File: config.mk
export PLATFORM = sky130hd
export DESIGN_NAME = flag_selector
export DESIGN_NICKNAME = d
export VERILOG_FILES = /design/src/rtl/flag_selector_pkg.sv /design/src/rtl/flag_selector_button_debounce.sv /design/src/rtl/flag_selector.sv
export SDC_FILE = /design/constraint.sdc
export NUM_CORES = 1
export LEC_CHECK = 0
export CORE_ASPECT_RATIO = 1.1
export CORE_MARGIN = 5
export CORE_UTILIZATION = 45
export CTS_BUF_LIST = sky130_fd_sc_hd__clkbuf_4 sky130_fd_sc_hd__clkbuf_8
export CTS_CLUSTER_SIZE = 28
export DETAILED_ROUTE_END_ITERATION = 16
export PLACE_DENSITY = 0.61
export SYNTH_ARGS = -nofsm -noshare
export SYNTH_HDL_FRONTEND = slang
export SYNTH_HIERARCHICAL = 1
export SYNTH_SLANG_ARGS = --single-unit
File: constraint.sdc
create_clock -name clk -period 3.15 [get_ports clk]
set_clock_uncertainty 0.05 [all_clocks]
set_input_delay 0.315 -clock clk [delete_from_list [all_inputs] [get_ports clk]]
set_output_delay 0.315 -clock clk [all_outputs]
set_load 0.005 [all_outputs]
File: src/rtl/flag_selector_pkg.sv
// Shared types, widths and defaults for the flag selector and its button debouncers.
package flag_selector_pkg;

    localparam int unsigned SEL_W  = 8;
    localparam int unsigned AUTO_W = 16;

    localparam int unsigned DEF_DEBOUNCE_CYCLES = 250000;
    localparam int unsigned DEF_AUTO_FRAMES     = 300;

    typedef enum logic [1:0] {
        DB_UP        = 2'd0,
        DB_DOWN_WAIT = 2'd1,
        DB_DOWN      = 2'd2,
        DB_UP_WAIT   = 2'd3
    } db_state_e;

    // What the selector does on a frame_start cycle, in priority order.
    typedef enum logic [2:0] {
        ACT_HOLD   = 3'd0,
        ACT_EMPTY  = 3'd1,
        ACT_CLAMP  = 3'd2,
        ACT_CANCEL = 3'd3,
        ACT_NEXT   = 3'd4,
        ACT_PREV   = 3'd5,
        ACT_AUTO   = 3'd6
    } frame_act_e;

    // Forward step, wrapping at count-1; caller guarantees count != 0.
    function automatic logic [SEL_W-1:0] sel_step_next(input logic [SEL_W-1:0] sel,
                                                       input logic [SEL_W-1:0] cnt);
        return (sel == cnt - SEL_W'(1)) ? '0 : sel + SEL_W'(1);
    endfunction

    // Backward step, wrapping from 0 to count-1; caller guarantees count != 0.
    function automatic logic [SEL_W-1:0] sel_step_prev(input logic [SEL_W-1:0] sel,
                                                       input logic [SEL_W-1:0] cnt);
        return (sel == '0) ? cnt - SEL_W'(1) : sel - SEL_W'(1);
    endfunction

endpackage

File: src/rtl/flag_selector_button_debounce.sv
// Two-flop synchronizer plus stable-level debouncer; emits one press pulse per accepted press.
module button_debounce
    import flag_selector_pkg::*;
#(
    parameter int unsigned DEBOUNCE_CYCLES = DEF_DEBOUNCE_CYCLES
) (
    input  logic clk,
    input  logic rst_n,
    input  logic btn,
    output logic press
);

    localparam int unsigned CNT_W = (DEBOUNCE_CYCLES > 1) ? $clog2(DEBOUNCE_CYCLES) : 1;
    localparam logic [CNT_W-1:0] CNT_LAST = CNT_W'(DEBOUNCE_CYCLES - 1);

    logic [1:0]       sync_q;
    logic             btn_s;
    db_state_e        state;
    logic [CNT_W-1:0] cnt;

    assign btn_s = sync_q[1];

    always_ff @(posedge clk or negedge rst_n) begin
        if (!rst_n) begin
            sync_q <= '0;
        end else begin
            sync_q <= {sync_q[0], btn};
        end
    end

    // Press is registered and only raised on the DOWN_WAIT -> DOWN edge.
    always_ff @(posedge clk or negedge rst_n) begin
        if (!rst_n) begin
            state <= DB_UP;
            cnt   <= '0;
            press <= 1'b0;
        end else begin
            press <= 1'b0;
            case (state)
                DB_UP: begin
                    cnt <= '0;
                    if (btn_s) begin
                        state <= DB_DOWN_WAIT;
                    end
                end
                DB_DOWN_WAIT: begin
                    if (!btn_s) begin
                        state <= DB_UP;
                        cnt   <= '0;
                    end else if (cnt == CNT_LAST) begin
                        state <= DB_DOWN;
                        cnt   <= '0;
                        press <= 1'b1;
                    end else begin
                        cnt <= cnt + CNT_W'(1);
                    end
                end
                DB_DOWN: begin
                    cnt <= '0;
                    if (!btn_s) begin
                        state <= DB_UP_WAIT;
                    end
                end
                DB_UP_WAIT: begin
                    if (btn_s) begin
                        state <= DB_DOWN;
                        cnt   <= '0;
                    end else if (cnt == CNT_LAST) begin
                        state <= DB_UP;
                        cnt   <= '0;
                    end else begin
                        cnt <= cnt + CNT_W'(1);
                    end
                end
                default: begin
                    state <= DB_UP;
                    cnt   <= '0;
                end
            endcase
        end
    end

endmodule

File: src/rtl/flag_selector.sv
// Flag index generator: debounced next/prev buttons and auto-cycling, applied only at frame_start.
module flag_selector
    import flag_selector_pkg::*;
#(
    parameter int unsigned DEBOUNCE_CYCLES = DEF_DEBOUNCE_CYCLES,
    parameter int unsigned AUTO_FRAMES     = DEF_AUTO_FRAMES
) (
    input  logic             clk,
    input  logic             rst_n,
    input  logic             frame_start,
    input  logic             btn_next,
    input  logic             btn_prev,
    input  logic             auto_en,
    input  logic [SEL_W-1:0] count,
    output logic [SEL_W-1:0] selector,
    output logic             changed
);

    localparam logic [AUTO_W-1:0] AUTO_LAST = AUTO_W'(AUTO_FRAMES - 1);

    logic              press_next;
    logic              press_prev;
    logic              pend_next;
    logic              pend_prev;
    logic [AUTO_W-1:0] auto_cnt;

    logic              req_next_c;
    logic              req_prev_c;
    logic              auto_hit_c;
    frame_act_e        act_c;
    logic [SEL_W-1:0]  selector_d;
    logic              changed_d;
    logic              pend_next_d;
    logic              pend_prev_d;
    logic [AUTO_W-1:0] auto_cnt_d;

    button_debounce #(.DEBOUNCE_CYCLES(DEBOUNCE_CYCLES)) u_db_next (
        .clk   (clk),
        .rst_n (rst_n),
        .btn   (btn_next),
        .press (press_next)
    );

    button_debounce #(.DEBOUNCE_CYCLES(DEBOUNCE_CYCLES)) u_db_prev (
        .clk   (clk),
        .rst_n (rst_n),
        .btn   (btn_prev),
        .press (press_prev)
    );

    // A press landing on the frame_start cycle is honoured at that frame.
    assign req_next_c = pend_next | press_next;
    assign req_prev_c = pend_prev | press_prev;
    assign auto_hit_c = auto_en && (auto_cnt == AUTO_LAST);

    always_comb begin
        act_c = ACT_HOLD;
        if (count == '0) begin
            act_c = ACT_EMPTY;
        end else if (selector >= count) begin
            act_c = ACT_CLAMP;
        end else if (req_next_c && req_prev_c) begin
            act_c = ACT_CANCEL;
        end else if (req_next_c) begin
            act_c = ACT_NEXT;
        end else if (req_prev_c) begin
            act_c = ACT_PREV;
        end else if (auto_hit_c) begin
            act_c = ACT_AUTO;
        end
    end

    always_comb begin
        selector_d  = selector;
        changed_d   = 1'b0;
        pend_next_d = req_next_c;
        pend_prev_d = req_prev_c;
        auto_cnt_d  = auto_cnt;

        if (frame_start) begin
            pend_next_d = 1'b0;
            pend_prev_d = 1'b0;
            // A pre-empted auto advance still restarts its frame count.
            auto_cnt_d  = auto_hit_c ? '0 : auto_cnt + AUTO_W'(1);

            case (act_c)
                ACT_EMPTY: begin
                    selector_d = '0;
                end
                ACT_CLAMP: begin
                    selector_d = '0;
                    changed_d  = 1'b1;
                end
                ACT_NEXT, ACT_AUTO: begin
                    selector_d = sel_step_next(selector, count);
                    changed_d  = 1'b1;
                    auto_cnt_d = '0;
                end
                ACT_PREV: begin
                    selector_d = sel_step_prev(selector, count);
                    changed_d  = 1'b1;
                    auto_cnt_d = '0;
                end
                default: begin
                    selector_d = selector;
                end
            endcase
        end

        if (!auto_en) begin
            auto_cnt_d = '0;
        end
    end

    always_ff @(posedge clk or negedge rst_n) begin
        if (!rst_n) begin
            selector  <= '0;
            changed   <= 1'b0;
            pend_next <= 1'b0;
            pend_prev <= 1'b0;
            auto_cnt  <= '0;
        end else begin
            selector  <= selector_d;
            changed   <= changed_d;
            pend_next <= pend_next_d;
            pend_prev <= pend_prev_d;
            auto_cnt  <= auto_cnt_d;
        end
    end

endmodule

==> qor.txt, run 1 <==
Status -> finished, final reports clean
Global placer's final weighted congestion -> 0.8660
Post-route ant nets -> 0
Clk_lat worst skew -> 340 ps
Synth Area in Simple Gates -> 0.2678
1st-iter DRT viols -> 159
Residual DRC -> 0
Cells after Synth -> 482
Async S/R FF share, synth -> 1.000
Number of synthesized register bits -> 73
GR Overflow Total -> 0
Final Power -> 2.332 mW
Ys flop type -> dfrtp_1
Final #Nets -> 543
Placed cell areas -> 4867 um2
Clock buffer depth -> 2
Reg2Reg Launch Point -> selector[0]
CTS resizes -> 0
Fill cells -> 911
# diodes -> 0
Port-buffer cells -> 22
Main combinational cell family by area after synthesis -> simple AND/OR/NAND/NOR gates
Buf/Inv on CP -> 2
Post-CTS Setup Inserts -> 0
Hpwl dp -> 6750 um
Peak supply drop -> 0.0002100 V
Syn. warnings -> 6
CP max FO -> 9
CP max-delay cell -> o21ai_1
Crit path largest cell delay -> 550 ps
Yosys top cell area share -> 0.4034
Root Buffer -> clkbuf_8
Final wirelength -> 9392 um
Wire per inst -> 14.70 um
Tot GR Track Use -> 0.1654
WP depth -> 9
Fmax -> 361.9 MHz
Leak -> 2.109 nW
Slew Limit Headroom -> 0.3981
Most frequent cells in the layout -> 73 x dfrtp_1, 52 x nor2_1, 36 x nand3_1
1st-pass router iterations -> 4
Final WS setup -> 386.6 ps
Reg clk slew, reported paths -> 80 ps
Worst-Margin Slew -> 902.9 ps
Num CTS Buffers -> 9
Critical Path Start Type -> register
Sequential cell area fraction in the yosys report -> 0.4034
Max Slew Vio Count -> 0
CP Class -> register to register
Post-Synth Adder-Cell Area -> 0.04145
Most common cell after layout, fill and taps aside -> dfrtp_1
RSZ-0062 raised after global routing -> false
Final Hold Viols -> 0
Post-synth EDFFs -> 0
Initial Utilization -> 0.4601
Multiplexer share of the synthesized area -> 0.009395
Reg2reg setup slack -> 390 ps
Cell Area, Synth -> 4528 um2
Clock sinks -> 73
WP data arrival -> 2990 ps
CTS tree -> yes
Max-Cap Viols -> 0
Synth cell types -> 61
Pre-CTS setup slack -> 86.97 ps
DR vias/cell -> 5.613
CP delay by family, top -> compound AO/OA/AOI/OAI gates
H-tree Lvls -> 3
Pwr/cell area -> 461.9 nW/um2
Synth Area in XOR/XNOR -> 0.09754
Reg2reg path depth -> 9
Syn nets -> 511
Cell area after layout -> 5049 um2
Post-synthesis area per instance -> 9.394 um2
Post-layout minimum cycle time -> 2763 ps
Die Span Y -> 115.2 um
Pin count of the biggest net entering global routing -> 74
Final worst-path cycle share -> 0.8773
R2r endpoint -> auto_cnt[13]
Area added between synthesis and finish -> 11.49%
Detailed-route via count -> 3587
Chip width -> 105.6 um
Top cells by area, synth -> dfrtp_1 40%, xnor2_1 6.6%, nor2_1 4.3%
IO Pins -> 23
CP cell instances -> inv_1 > ha_1 > nand2b_1 > a31oi_1 > o21ai_1 > o31ai_1 > buf_4 > or4_1 > nand3_1
Setup violators final -> 0
Initial antenna violation count -> 0
Number of global-route vias before repair -> 3603
Post-synth top area cell -> dfrtp_1
Post-synthesis compound-gate area fraction -> 0.1252
Setup tns final -> 0 ps
Die area -> 12170 um2
CP Data Required Time -> 3380 ps
Layout cells sized above 1 -> 0.1098
Crit end category -> register
Row count -> 38
# hold bufs at CTS -> 0
First-pass GRT wire length -> 16550 um
Core Footprint -> 9842 um2
Min-delay worst type -> input pin to asynchronous set/reset pin
## registers in the layout, indices dropped and copies added, names as in the netlist, named ones only
signal and cells:
u_db_prev/sync_q 2, u_db_prev/press 1, auto_cnt 16, pend_prev 1, pend_next 1, changed 1, u_db_prev/cnt 18, u_db_next/state 1
u_db_prev/state 1, u_db_next/cnt 18, u_db_next/press 1, selector 8, u_db_next/sync_q 2
## Yosys cell counts (all sizes together), types with 2 or more instances
cell type  instances
nand2             35
nor2b              4
and3b              2
mux2               2
o31a               2
nand4             14
xnor3              2
nor4              13
o21ai             22
nor3              12
a21o               7
inv               29
a22o               3
a22oi              2
nand2b             3
a2111oi            2
xnor2             34
nor4b              3
and4               8
or4                8
a21oi             15
ha                15
nand3             38
o211ai             5
nor2              52
buf               11
a221oi             2
o31ai              4
a31oi              6
mux2i              2
o221ai             4
or3               12
and3              11
xor2              11
dfrtp             73
clkbuf             5
## metal layers
layer | global-route usage | up-vias | wire length [um]
met5 | 0 | - | 0
met4 | 0.06736 | 0 | 102
met3 | 0.03088 | 8 | 362
met2 | 0.2781 | 66 | 4530
met1 | 0.2115 | 1707 | 4397
li1 | - | 1806 | -
## layout make-up
type                            instances  area [um2]  share of cell area
Clock buffer                           13       166.4             0.03296
Clock inverter                          3       15.01            0.002974
Inverter                               29       108.9             0.02156
Multi-Input combinational cell        364        2451              0.4855
Sequential cell                        73        1827              0.3618
Tap cell                              120       150.1             0.02974
Timing Repair Buffer                   37       330.3             0.06543
## worst register-to-register path, stage by stage (launching register included)
cell and delay, ps:
dfrtp_1 460, inv_1 140, ha_1 350, nand2b_1 120, a31oi_1 90, o21ai_1 550
o31ai_1 180, buf_4 190, or4_1 490, nand3_1 70
## worst max path at each step
stage,start,to,slack [ps]
CTS,selector[0],auto_cnt[13],380
global route,selector[0],auto_cnt[13],140
global placement,count[0],auto_cnt[13],180
floorplan,selector[6],selector[6],640
finish,selector[0],auto_cnt[13],390
detailed placement,count[6],auto_cnt[3],90
## metrics by stage
step / instances / hold WS, ps / util
3_5_place_dp: 623 / 286.2 / 0.4945
5_1_grt: 639 / 109.9 / 0.5130
4_1_cts: 639 / 84.21 / 0.5130
2_1_floorplan: 482 / -30.59 / -
3_3_place_gp: 623 / 285.2 / 0.4945
6_report: 639 / 40.92 / 0.5130
## kinds of logic after synthesis
group / after synthesis
muxes: 4
AOI/OAI and AO/OA: 79
xor gates and xnor gates: 47
and+or+nand+nor: 219
DFF: 73
buffers and inverters: 45
adders and majority gates: 15
## report_power, final
group	total, mW	switching, mW	internal, mW
Clock	0.668	0.325	0.343
Combinational	0.631	0.335	0.295
Sequential	1.03	0.0589	0.974
Total	2.33	0.720	1.61
No activity file was read; power rests on OpenSTA's default activity.
==> inputs of run 2 (changes only) <==
--- a/config.mk
+++ b/config.mk
@@ -9,6 +9,7 @@
 export CORE_MARGIN = 5
 export CORE_UTILIZATION = 45
 export CTS_BUF_LIST = sky130_fd_sc_hd__clkbuf_4 sky130_fd_sc_hd__clkbuf_8
+export CTS_CLUSTER_DIAMETER = 50
 export CTS_CLUSTER_SIZE = 28
 export DETAILED_ROUTE_END_ITERATION = 16
 export PLACE_DENSITY = 0.61
==> results of run 2 <==
The final DEF is identical to that of run 1; final timing and power are the same.
